--- config.mk ---
export PLATFORM = sky130hd
export DESIGN_NAME = fp_mul_pipe
export DESIGN_NICKNAME = d
export VERILOG_FILES = /design/src/rtl/fp_pkg.sv /design/src/rtl/fp_round_pack.sv /design/src/rtl/fp_mul_pipe.sv
export SDC_FILE = /design/constraint.sdc
export NUM_CORES = 2
export LEC_CHECK = 0
export ABC_AREA = 1
export ABC_CLOCK_PERIOD_IN_PS = 8000
export CAP_MARGIN = 5
export CORE_MARGIN = 5
export CORE_UTILIZATION = 60
export CTS_BUF_LIST = sky130_fd_sc_hd__clkbuf_2
export CTS_CLUSTER_DIAMETER = 100
export DETAILED_ROUTE_END_ITERATION = 7
export PLACE_DENSITY_LB_ADDON = 0.08
export SLEW_MARGIN = 25
export SYNTH_ARGS = -nofsm -noshare
export SYNTH_HDL_FRONTEND = slang
export SYNTH_SLANG_ARGS = --single-unit
export TNS_END_PERCENT = 30
--- constraint.sdc ---
create_clock -name clk -period 8 [get_ports clk]
set_clock_uncertainty 0.05 [all_clocks]
set_input_delay 1.2 -clock clk [delete_from_list [all_inputs] [get_ports clk]]
set_output_delay 1.2 -clock clk [all_outputs]
set_load 0.005 [all_outputs]
--- src/rtl/fp_pkg.sv ---
// Shared floating-point definitions: operand classes, flag bit positions and
// encoding helpers, parametrised by exponent/fraction widths.
package fp_pkg;

  typedef enum logic [2:0] {
    FP_ZERO,
    FP_NORM,
    FP_INF,
    FP_QNAN,
    FP_SNAN
  } fp_class_e;

  localparam int FLAG_INVALID   = 3;
  localparam int FLAG_OVERFLOW  = 2;
  localparam int FLAG_UNDERFLOW = 1;
  localparam int FLAG_INEXACT   = 0;

  function automatic int fp_bias(input int exp_w);
    return (1 << (exp_w - 1)) - 1;
  endfunction

  // Encodings are built in a 64-bit container; callers slice to their width.
  function automatic logic [63:0] fp_qnan(input int exp_w, input int man_w);
    logic [63:0] ones;
    ones = (64'd1 << (exp_w + 1)) - 64'd1;
    return ones << (man_w - 1);
  endfunction

  function automatic logic [63:0] fp_inf(input logic sign, input int exp_w, input int man_w);
    logic [63:0] r;
    r = ((64'd1 << exp_w) - 64'd1) << man_w;
    r[exp_w + man_w] = sign;
    return r;
  endfunction

endpackage

--- src/rtl/fp_round_pack.sv ---
// Round-to-nearest-even, range check and pack of a normalised significand.
// Shared by the multiplier's last stage and future add/sub datapaths.
module fp_round_pack
  import fp_pkg::*;
#(
  parameter int EXP_W = 8,
  parameter int MAN_W = 23
) (
  input  logic                     sign,
  input  logic signed [EXP_W+1:0]  exp_in,
  input  logic [MAN_W-1:0]         frac,
  input  logic                     guard,
  input  logic                     sticky,
  output logic [EXP_W+MAN_W:0]     result,
  output logic [3:0]               flags
);

  localparam int EMAX = (1 << EXP_W) - 1;
  localparam logic signed [EXP_W+1:0] EMAX_S = EMAX[EXP_W+1:0];
  localparam logic signed [EXP_W+1:0] EZERO  = '0;

  logic                    round_up;
  logic [MAN_W:0]          frac_sum;
  logic signed [EXP_W+1:0] exp_r;

  always_comb begin
    round_up = guard & (sticky | frac[0]);
    frac_sum = {1'b0, frac} + {{MAN_W{1'b0}}, round_up};
    // A carry out of the fraction leaves frac_sum[MAN_W-1:0] at zero already.
    exp_r    = exp_in + $signed({{(EXP_W+1){1'b0}}, frac_sum[MAN_W]});
    flags    = '0;
    flags[FLAG_INEXACT] = guard | sticky;
    result   = {sign, exp_r[EXP_W-1:0], frac_sum[MAN_W-1:0]};
    if (exp_r >= EMAX_S) begin
      result = {sign, {EXP_W{1'b1}}, {MAN_W{1'b0}}};
      flags[FLAG_OVERFLOW] = 1'b1;
      flags[FLAG_INEXACT]  = 1'b1;
    end else if (exp_r <= EZERO) begin
      result = {sign, {(EXP_W+MAN_W){1'b0}}};
      flags[FLAG_UNDERFLOW] = 1'b1;
      flags[FLAG_INEXACT]   = 1'b1;
    end
  end

endmodule

--- src/rtl/fp_mul_pipe.sv ---
// Three-stage streaming floating-point multiplier (classify/multiply,
// normalise, round/pack) with a single global stall enable.
module fp_mul_pipe
  import fp_pkg::*;
#(
  parameter int EXP_W = 8,
  parameter int MAN_W = 23
) (
  input  logic                   clk,
  input  logic                   nreset,
  input  logic                   in_valid,
  output logic                   in_ready,
  input  logic [EXP_W+MAN_W:0]   A,
  input  logic [EXP_W+MAN_W:0]   B,
  output logic                   out_valid,
  input  logic                   out_ready,
  output logic [EXP_W+MAN_W:0]   mul_result,
  output logic [3:0]             flags
);

  localparam int W  = 1 + EXP_W + MAN_W;
  localparam int PW = 2 * MAN_W + 2;
  localparam int SW = EXP_W + 2;
  localparam int BIAS = fp_bias(EXP_W);
  localparam logic signed [SW-1:0] BIAS_S = SW'(BIAS);
  localparam logic [63:0] QNAN64 = fp_qnan(EXP_W, MAN_W);
  localparam logic [63:0] INF64  = fp_inf(1'b0, EXP_W, MAN_W);
  localparam logic [W-1:0] QNAN  = QNAN64[W-1:0];
  localparam logic [W-1:0] INF   = INF64[W-1:0];

  function automatic fp_class_e classify(input logic [EXP_W-1:0] e, input logic [MAN_W-1:0] f);
    if (e == '0) return FP_ZERO;
    if (e == '1) begin
      if (f == '0) return FP_INF;
      if (f[MAN_W-1]) return FP_QNAN;
      return FP_SNAN;
    end
    return FP_NORM;
  endfunction

  logic adv, take;
  assign adv      = out_ready | ~out_valid;
  assign in_ready = adv & nreset;
  assign take     = in_valid & in_ready;

  logic             sa, sb, sign;
  logic [EXP_W-1:0] ea, eb;
  logic [MAN_W-1:0] fa, fb;
  fp_class_e        ca, cb;
  logic             nan_a, nan_b, snan_a, snan_b, inf_a, inf_b, zero_a, zero_b;

  assign {sa, ea, fa} = A;
  assign {sb, eb, fb} = B;
  assign sign   = sa ^ sb;
  assign ca     = classify(ea, fa);
  assign cb     = classify(eb, fb);
  assign snan_a = (ca == FP_SNAN);
  assign snan_b = (cb == FP_SNAN);
  assign nan_a  = snan_a || (ca == FP_QNAN);
  assign nan_b  = snan_b || (cb == FP_QNAN);
  assign inf_a  = (ca == FP_INF);
  assign inf_b  = (cb == FP_INF);
  assign zero_a = (ca == FP_ZERO);
  assign zero_b = (cb == FP_ZERO);

  logic                 sp_hit;
  logic [W-1:0]         sp_res;
  logic [3:0]           sp_flags;
  logic [PW-1:0]        prod;
  logic signed [SW-1:0] esum;

  // Special operands bypass the arithmetic and are resolved here, in priority order.
  always_comb begin
    sp_hit   = 1'b1;
    sp_res   = QNAN;
    sp_flags = '0;
    if (nan_a || nan_b)
      sp_flags[FLAG_INVALID] = snan_a | snan_b;
    else if ((inf_a && zero_b) || (zero_a && inf_b))
      sp_flags[FLAG_INVALID] = 1'b1;
    else if (inf_a || inf_b)
      sp_res = {sign, INF[W-2:0]};
    else if (zero_a || zero_b)
      sp_res = {sign, {(W-1){1'b0}}};
    else
      sp_hit = 1'b0;
  end

  assign prod = {{(MAN_W+1){1'b0}}, 1'b1, fa} * {{(MAN_W+1){1'b0}}, 1'b1, fb};
  assign esum = $signed({2'b00, ea}) + $signed({2'b00, eb}) - BIAS_S;

  logic                 s1_valid, s1_sign, s1_sp_hit;
  logic signed [SW-1:0] s1_exp;
  logic [PW-1:0]        s1_prod;
  logic [W-1:0]         s1_sp_res;
  logic [3:0]           s1_sp_flags;

  logic [PW-2:0]        norm;
  logic signed [SW-1:0] n_exp;

  assign norm  = s1_prod[PW-1] ? s1_prod[PW-2:0] : {s1_prod[PW-3:0], 1'b0};
  assign n_exp = s1_exp + $signed({{(SW-1){1'b0}}, s1_prod[PW-1]});

  logic                 s2_valid, s2_sign, s2_guard, s2_sticky, s2_sp_hit;
  logic signed [SW-1:0] s2_exp;
  logic [MAN_W-1:0]     s2_frac;
  logic [W-1:0]         s2_sp_res;
  logic [3:0]           s2_sp_flags;
  logic [W-1:0]         rp_result;
  logic [3:0]           rp_flags;

  fp_round_pack #(.EXP_W(EXP_W), .MAN_W(MAN_W)) u_round_pack (
    .sign   (s2_sign),
    .exp_in (s2_exp),
    .frac   (s2_frac),
    .guard  (s2_guard),
    .sticky (s2_sticky),
    .result (rp_result),
    .flags  (rp_flags)
  );

  always_ff @(posedge clk) begin
    if (!nreset) begin
      s1_valid    <= 1'b0;
      s1_sign     <= 1'b0;
      s1_exp      <= '0;
      s1_prod     <= '0;
      s1_sp_hit   <= 1'b0;
      s1_sp_res   <= '0;
      s1_sp_flags <= '0;
      s2_valid    <= 1'b0;
      s2_sign     <= 1'b0;
      s2_exp      <= '0;
      s2_frac     <= '0;
      s2_guard    <= 1'b0;
      s2_sticky   <= 1'b0;
      s2_sp_hit   <= 1'b0;
      s2_sp_res   <= '0;
      s2_sp_flags <= '0;
      out_valid   <= 1'b0;
      mul_result  <= '0;
      flags       <= '0;
    end else if (adv) begin
      s1_valid <= take;
      if (take) begin
        s1_sign     <= sign;
        s1_exp      <= esum;
        s1_prod     <= prod;
        s1_sp_hit   <= sp_hit;
        s1_sp_res   <= sp_res;
        s1_sp_flags <= sp_flags;
      end
      s2_valid <= s1_valid;
      if (s1_valid) begin
        s2_sign     <= s1_sign;
        s2_exp      <= n_exp;
        s2_frac     <= norm[PW-2:MAN_W+1];
        s2_guard    <= norm[MAN_W];
        s2_sticky   <= |norm[MAN_W-1:0];
        s2_sp_hit   <= s1_sp_hit;
        s2_sp_res   <= s1_sp_res;
        s2_sp_flags <= s1_sp_flags;
      end
      out_valid <= s2_valid;
      if (s2_valid) begin
        mul_result <= s2_sp_hit ? s2_sp_res   : rp_result;
        flags      <= s2_sp_hit ? s2_sp_flags : rp_flags;
      end
    end
  end

endmodule

==> summary.txt <==
CP Class: in2reg
first-pass GRT wire length: 120000 µm
IO Port Bufs: 105
crit start category: input port
Post-CTS Setup Bufs: 0
Final HPWL DP: 59100 µm
die area: 50800 µm²
core area: 46300 µm²
top_reg_cell synth: dfxtp_1
count leader, synth: nand2_1
FF-to-FF End: mul_result[19]
cts hold-fix bufs: 0
share of cells above drive strength 1: 0.0426
fin crit share: 0.896
CTS H-Tree Depth: 4
Syn-to-layout area delta: 8.79%
PostCTS Resize Cnt: 0
vias in the first global route: 24080
number of antenna-violating nets in the routed design: 0
CTS buffer count: 17
clock sink total: 144
CP Data Required Time: 8.59 ns
RePlAce Congestion: 0.958
GR Overflow Total: 0
Max-slew headroom: 0.356
Post-synth EDFFs: 0
# fillers: 4327
Max Root-Sink Buffers: 2
register area share after synthesis: 0.104
Synth Cell Area: 27900 µm²
Total Routing Usage GR: 0.290
Reg2Reg Setup Slack: 3.68 ns
Worst Reg-to-Reg Cells: 21
Yosys Warn Count: 0
Synth top cells by count: 1137 x nand2_1, 1119 x inv_1, 483 x fa_1
clk root buf: clkbuf_2
Critical Path Fanout Max: 9
Syn Nets: 4680
Async SR Flop Fraction: 0
Routed Wire Length: 71100 µm
endpoints failing setup: 0
initial antenna violation count: 1
largest area contributor in the netlist: fa_1
ranking of synthesized cells by area: fa_1 35%, nand2_1 15%, inv_1 15%
Chip Width: 225 µm
die span in y: 225 µm
critical path cell sequence: clkdlybuf4s50_1 -> buf_4 -> nand2_1 -> fa_1 -> fa_1 -> inv_1 -> fa_1 -> fa_1 -> fa_1 -> fa_1 -> inv_1 -> fa_1 -> inv_1 -> ha_1 -> nand2_1 -> inv_1 -> nand2_1 -> nor2_1 -> and2_1 -> nand4_1 -> nand4_1 -> nand3_1 -> nand2_1 -> inv_1
I/O pin count: 106
Clock Latency Late Sink: 0.73 ns
Cells after DPL: 4587
CP max stage cell: clkdlybuf4s50_1
Finished Core Util: 0.655
Worst Setup EP: s1_prod[37]
worst-margin pin slew: 0.966 ns
Crit path arrival time: 7.77 ns
via/cell ratio: 5.09
clock period minus worst slack: 7.17 ns
1st-iter DRT viols: 1508
reg2reg start: s2_sticky
post-synth top area share: 0.347
Metal-1 WL: 30400 µm
Synth Register Bits: 144
failing checks: design-rule violations
nets@finish: 4744
drt pass-1 iters: 8
CTS tree: done
Final Max Tran Viols: 0
WL per Instance: 15.4 µm
outcome: complete, but fails checks
Synth cell types: 46
Post-Layout Cell Count: 4622
setup TNS: 0 ns
wire length on met3: 3990 µm
critical path launch point: A[14]
# DRC: 1
CTS clk-pin slew, worst paths: 0.23 ns
critical path capture point type: flop
Max-cap violations: 0
# rows: 79
Critical Path Max Stage Delay: 0.84 ns
max layer used: met4
largest net degree at the start of global routing: 100
final-report hold violation count: 0
DR vias: 23539
Initial Util: 0.602
RSZ-0062 raised after global routing: false
Hold Slack: 0.400 ns
most numerous cell on the critical path: fa_1
Syn Inst Count: 3935
worst min path class: reg2reg
Fmax: 0.139 GHz
met2 WL post-DR: 34800 µm
syn_area_per_cell: 7.08 µm²
cells by family (layout without fill, tap and decap cells):
group                      Yosys count  in the layout  share of synthesized area
and+or+nand+nor                   1564           1564                      0.228
buffers and inverters             1276           1352                      0.174
adders and majority gates          677            677                      0.434
AOI/OAI and AO/OA                  229            229                     0.0456
DFF                                144            144                      0.104
xor gates and xnor gates            45             45                     0.0148
other                                0              4                          0
worst min-delay path by stage:
stage / slack, ns / endpoint / start / cells after the start
finish: 0.40 / mul_result[31] / s2_sp_res[31] / 2
global route: 0.45 / s1_prod[3] / s1_prod[3] / 2
CTS: 0.42 / s1_sp_hit / s1_sp_hit / 2
detailed placement: 0.40 / s1_sp_hit / s1_sp_hit / 2
global placement: 0.39 / s1_sp_hit / s1_sp_hit / 2
floorplan: 0.38 / s1_prod[2] / s1_prod[2] / 2
sequential cells by signal, indices dropped and copies added, names as in the netlist:
signal,flops
flags,4
mul_result,32
out_valid,1
s1_exp,10
s1_prod,48
s1_sign,1
s1_sp_flags,1
s1_sp_hit,1
s1_sp_res,3
s1_valid,1
s2_exp,10
s2_frac,23
s2_guard,1
s2_sign,1
s2_sp_flags,1
s2_sp_hit,1
s2_sp_res,3
s2_sticky,1
s2_valid,1
metal layers:
metal | track usage | up-vias
li1 | - | 11421
met5 | 0 | -
met2 | 0.504 | 653
met3 | 0.0310 | 130
met1 | 0.391 | 11335
met4 | 0.0730 | 0
cells in the final DEF (no fill, tap or decap), drive strengths merged, types with 5 or more instances in the layout:
cell type	instances
nand2	1143
inv	1122
fa	483
nor2	209
ha	194
dfxtp	144
nand3	137
clkdlybuf4s50	104
a21oi	94
buf	94
o21ai	88
nand4	30
xor2	30
a31oi	26
nor3	20
clkbuf	18
xnor2	15
clkinv	9
o21bai	8
or2	7
nor4	7
and2	6
bufinv	5
layout make-up:
type / count / area (µm²) / area share
multi-input cells: 2515 / 20100 / 0.665
inverters: 1123 / 4220 / 0.139
flip-flops and latches: 144 / 2880 / 0.0951
repair buffers: 198 / 2010 / 0.0662
well taps: 607 / 759 / 0.0251
clock inverters: 13 / 194 / 0.00640
clock buffers: 18 / 90.1 / 0.00297
diodes: 4 / 10.0 / 0.000330
per-stage QoR:
| step | cell area (µm²) | setup WS, ns |
|---|---|---|
| final | 30300 | 0.829 |
| after global routing | 30300 | 0.515 |
| after CTS | 30300 | 0.909 |
| after detailed placement | 30000 | 0.128 |
| after global placement | 30000 | 0.145 |
| after floorplan | 27900 | 0.977 |
worst max-delay path, delay by kind of cell:
family / cells / cell delay [ns]
adders and majority gates: 8 / 3.94
buffers and inverters: 7 / 1.37
and+or+nand+nor: 9 / 1.25
Power is not shown: default switching activity piles up to over one toggle a cycle in this logic, so the estimate is an artifact.
